--- src/rtl/cpu_datapath.sv ---
`default_nettype none
// ============================================================================
// Module   : cpu_datapath
// Purpose  : nic8 registers, bus, ALU and two-phase FETCH/EXEC sequencer.
// Revision : 1.0  initial release
// ============================================================================
module cpu_datapath #(
  parameter logic [7:0] RESET_PC  = 8'h00,
  parameter bit         CHECK_BUS = 1'b1
) (
  input  logic        clk,
  input  logic        reset_n,
  output logic [7:0]  ir,
  input  logic [13:0] control,
  output logic        aIsZero,
  output logic        flagCarry,
  output logic [7:0]  mem_addr,
  input  logic [7:0]  mem_rdata,
  output logic [7:0]  mem_wdata,
  output logic        mem_we,
  output logic [7:0]  out_data,
  output logic        out_valid,
  output logic        err
);

  typedef enum logic [0:0] {
    S_FETCH = 1'b0,
    S_EXEC  = 1'b1
  } state_t;

  state_t     r_state;
  logic [7:0] r_pc, r_ir, r_a, r_b, r_x, r_out;
  logic       r_carry, r_out_valid, r_err;

  logic       w_load_ir, w_load_a, w_load_b, w_load_x, w_do_out, w_store;
  logic       w_assert_m, w_assert_e, w_assert_a, w_assert_x;
  logic       w_imm, w_do_sub, w_do_jump, w_unused_load_pc;
  logic       w_exec, w_bus_bad;
  logic [7:0] w_bus, w_pc_inc;
  logic [8:0] w_sum;

  assign w_load_ir        = control[13];
  assign w_unused_load_pc = control[12];  // PC update is fully decided by doJump/immediate
  assign w_load_a         = control[11];
  assign w_load_b         = control[10];
  assign w_load_x         = control[9];
  assign w_do_out         = control[8];
  assign w_store          = control[7];
  assign w_assert_m       = control[6];
  assign w_assert_e       = control[5];
  assign w_assert_a       = control[4];
  assign w_assert_x       = control[3];
  assign w_imm            = control[2];
  assign w_do_sub         = control[1];
  assign w_do_jump        = control[0];

  assign w_exec    = (r_state == S_EXEC);
  assign w_pc_inc  = r_pc + 8'd1;
  assign w_bus_bad = ($countones(control[6:3]) != 1);

  // Subtract as A + ~B + 1 so carry-out means "no borrow".
  assign w_sum = w_do_sub ? ({1'b0, r_a} + {1'b0, ~r_b} + 9'd1)
                          : ({1'b0, r_a} + {1'b0, r_b});

  always_comb begin
    w_bus = 8'h00;
    if (w_exec) begin
      if (w_assert_m)      w_bus = mem_rdata;
      else if (w_assert_e) w_bus = w_sum[7:0];
      else if (w_assert_a) w_bus = r_a;
      else if (w_assert_x) w_bus = r_x;
    end
  end

  assign mem_addr  = (w_exec && !w_imm) ? r_x : r_pc;
  assign mem_wdata = w_bus;
  assign mem_we    = reset_n && w_exec && w_store;
  assign ir        = r_ir;
  assign aIsZero   = (r_a == 8'h00);
  assign flagCarry = r_carry;
  assign out_data  = r_out;
  assign out_valid = r_out_valid;
  assign err       = r_err;

  always_ff @(posedge clk) begin
    if (!reset_n) begin
      r_state     <= S_FETCH;
      r_pc        <= RESET_PC;
      r_ir        <= 8'h00;
      r_a         <= 8'h00;
      r_b         <= 8'h00;
      r_x         <= 8'h00;
      r_out       <= 8'h00;
      r_carry     <= 1'b0;
      r_out_valid <= 1'b0;
      r_err       <= 1'b0;
    end else begin
      r_out_valid <= 1'b0;
      case (r_state)
        S_FETCH: begin
          r_ir    <= mem_rdata;
          r_pc    <= w_pc_inc;
          r_state <= S_EXEC;
        end
        S_EXEC: begin
          if (w_load_a) r_a <= w_bus;
          if (w_load_b) r_b <= w_bus;
          if (w_load_x) r_x <= w_bus;
          if (w_do_out) begin
            r_out       <= w_bus;
            r_out_valid <= 1'b1;
          end
          if (w_assert_e) r_carry <= w_sum[8];
          if (w_do_jump)  r_pc <= w_bus;
          else if (w_imm) r_pc <= w_pc_inc;
          if (CHECK_BUS && w_bus_bad) r_err <= 1'b1;
          // loadIR chains straight into the next instruction without a fetch.
          if (w_load_ir) r_ir <= w_bus;
          else           r_state <= S_FETCH;
        end
      endcase
    end
  end

endmodule
`default_nettype wire

--- config.mk ---
export PLATFORM = sky130hd
export DESIGN_NAME = cpu_datapath
export DESIGN_NICKNAME = d
export VERILOG_FILES = /design/src/rtl/cpu_datapath.sv
export SDC_FILE = /design/constraint.sdc
export NUM_CORES = 1
export LEC_CHECK = 0
export ABC_CLOCK_PERIOD_IN_PS = 3900
export BUFFER_PORTS_ARGS = -buffer_cell sky130_fd_sc_hd__buf_4
export CAP_MARGIN = 20
export CORE_MARGIN = 2
export CORE_UTILIZATION = 60
export CTS_CLUSTER_SIZE = 30
export DETAILED_ROUTE_END_ITERATION = 8
export HOLD_SLACK_MARGIN = 0.15
export PLACE_DENSITY = 0.81
export SLEW_MARGIN = 20
export SYNTH_ARGS = -nofsm -noshare
export SYNTH_HDL_FRONTEND = slang
export SYNTH_SLANG_ARGS = --single-unit
export TNS_END_PERCENT = 5
--- constraint.sdc ---
create_clock -name clk -period 3.9 [get_ports clk]
set_input_delay 0.78 -clock clk [delete_from_list [all_inputs] [get_ports clk]]
set_output_delay 0.78 -clock clk [all_outputs]
set_load 0.01 [all_outputs]
==> metrics.txt <==
synthesized flop and latch total=52; final instance area=0.00384 sq mm; Comb pwr share=28.2%; WL/cell=16.2 um; clk_lat worst skew=0.32 ns; TritonCTS clock tree=built; Synth Warn #=0; sw frac=34.1%; Avg Cell Area, Syn=7.49 sq um; critical path launch point=r_b[4]$_SDFFE_PN0P_; max-slew violations=0; area post-placement=0.00375 sq mm; final wirelength=9.00 mm; top cell type's share of synthesized area=31.6%; final core area utilization=73.9%; final period utilization=92.7%; Int Pwr=0.000851 W; dpl hpwl=6.67 mm; HP Class=register to register; via/cell ratio=6.04; Crit path required time=3.12 ns; top cells by area, synth=dfxtp_1, nand2_1, ha_1; pwr/cell area=336 mW/mm^2; Longest Clk Path Bufs=2; row cnt=26; CP bufs+invs=2; gpl congestion=0.946; CP top delay family=compound AO/OA/AOI/OAI gates; Hold Buf Count CTS=0; Synth Flop Type=dfxtp_1; fin crit period=3.61 ns; vias in the first global route=2991; Setup Crit Path Kind=register to output port; Worst-Margin Slew=0.618 ns; RSZ-0062 raised after global routing=false; die width=78.1 um; Switch Pwr=0.000441 W; worst relative slew slack=58.7%; FFs w/ async S/R, synth=0%; Setup crit start kind=register; GR Overflow Total=0; port bufs=59; nets=531; crit path DAT=2.83 ns; Seq/Total Area, Yosys=31.6%; Core Region=0.00520 sq mm; Hold Startpoint=out_data[1]$_SDFFE_PN0P_; DRC Markers=0; CTS H-tree depth=2; final hold vios=0; reg-to-reg startpoint=r_a[0]$_SDFFE_PN0P_; reg-to-reg setup timing slack=1.24 ns; Setup TNS=0 ns; P_leak=1.66 nW; largest net degree at the start of global routing=29; end point of the critical path=mem_wdata[5]; number of setup buffers added after CTS=0; antenna violations before repair=0; Resized cells post-CTS=0; Synth Cell Area=0.00329 sq mm; max_cap viols=0; layout cells sized above 1=17.5%; Max VDD drop=0.264 mV; R2R cell count=11; Cell Chain, Critical Path=inv_1 -> ha_1 -> nor2_4 -> a2111oi_4 -> nand2_1 -> a31o_1 -> a311o_1 -> and3_1 -> buf_4; post-synthesis net count=486; cell taking the most area after synthesis=dfxtp_1; Total GRT Usage=29.8%; final setup fails=0; crit path max fanout=10; remaining antenna violation count=0; cells after synthesis=440; io pins=61; die height=78.1 um; synth unique cells=57; DRT iter0 DRCs=241; CTS root buffer=clkbuf_8; FMAX=0.277 GHz; Pre-antenna DRT Iters=5; CTS Sinks=52; ant diodes=0; sequential share of power=46.3%; CP max stage cell=ha_1; reg-to-reg endpoint=r_pc[6]$_SDFFE_PN0P_; area of the die=0.00610 sq mm; Post-synth EDFFs=0; clock network fraction of design power=25.5%; Num CTS Buffers=5; via total after detailed routing=3358; CP Capture Type=output port; Fin Hold WS=0.473 ns; first-pass GRT wire length=14.4 mm; clock-pin slew on the worst setup and hold paths=0.10 ns; most common cell in the netlist=nand2_1; status=finished, final reports clean; Initial Utilization=63.3%; CP Depth=9; most frequent cells after synthesis=nand2_1, dfxtp_1, a21oi_1; max incr delay on CP=0.50 ns; skew final=0.00766 ns; area delta synth->final=16.7%
[worst min path at each step]
| stage | endpoint | cells after the start |
|---|---|---|
| floorplan | r_x[4]$_SDFFE_PN0P_ | 2 |
| global placement | out_data[1]$_SDFFE_PN0P_ | 2 |
| detailed placement | out_data[5]$_SDFFE_PN0P_ | 2 |
| CTS | out_data[5]$_SDFFE_PN0P_ | 2 |
| global route | out_data[1]$_SDFFE_PN0P_ | 2 |
| finish | out_data[1]$_SDFFE_PN0P_ | 2 |
[worst reg2reg max path, stage by stage, from the launching register on]
cell	delay, ns
dfxtp_1	0.44
inv_1	0.07
ha_1	0.23
fa_1	0.40
nand3b_1	0.19
nand2_1	0.11
a41oi_1	0.17
a211oi_1	0.37
nor3_2	0.08
buf_4	0.18
o221a_2	0.29
nor2_1	0.08
[stage by stage]
step	total power, W	worst slack [ns]	cells
finish	0.00129	0.285	556
global route	0.00135	0.110	556
CTS	0.00129	0.305	556
detailed placement	0.000970	0.656	548
global placement	0.000960	0.698	548
floorplan	0.000837	1.10	440
[sequential cells by signal (all words and copies together) (netlist names)]
signal / cells
r_state: 1
out_data: 8
flagCarry: 1
r_a: 8
r_x: 8
out_valid: 1
r_pc: 8
ir: 8
r_b: 8
err: 1
[layer usage]
layer,track usage [%],part of all wire [%],vias to the layer above
met5,0,0,-
met2,48.1,47,143
met1,40.4,44,1563
li1,-,-,1632
met4,10.7,2.3,0
met3,4.83,7.0,20
[layout by cell type (no fill, tap or decap), types with 6 or more instances in the layout]
cell type / instances
a211oi_1: 13
a21oi_1: 43
and2_1: 11
and3_1: 6
buf_4: 65
dfxtp_1: 52
ha_1: 19
inv_1: 23
nand2_1: 73
nand2b_1: 6
nand3_1: 24
nor2_1: 37
nor3_1: 6
o21ai_0: 27
[area by class of cell]
cell class	instances	area, sq um
inverters	25	93.8
well taps	70	87.6
repair buffers	65	488
flip-flops and latches	52	1040
multi-input cells	336	2040
clock buffers	5	68.8
clock inverters	3	26.3
fillers	454	1360
[power groups by stage]
| stage | registers [W] | clock network, W | logic, W |
|---|---|---|---|
| floorplan | 0.000607 | 0 | 0.000229 |
| global placement | 0.000608 | 0 | 0.000352 |
| detailed placement | 0.000610 | 0 | 0.000360 |
| CTS | 0.000598 | 0.000334 | 0.000361 |
| global route | 0.000603 | 0.000350 | 0.000400 |
| finish | 0.000599 | 0.000330 | 0.000364 |
[logic make-up after synthesis]
family,synth area share [%]
multiplexers,1.25
AND/OR/NAND/NOR,26.1
adder cells (fa/ha/maj),9.04
XOR/XNOR,1.06
buffers and inverters,6.49
flip-flops,31.6
AO/OA/AOI/OAI,24.4
(Power assumes the default switching activity.)
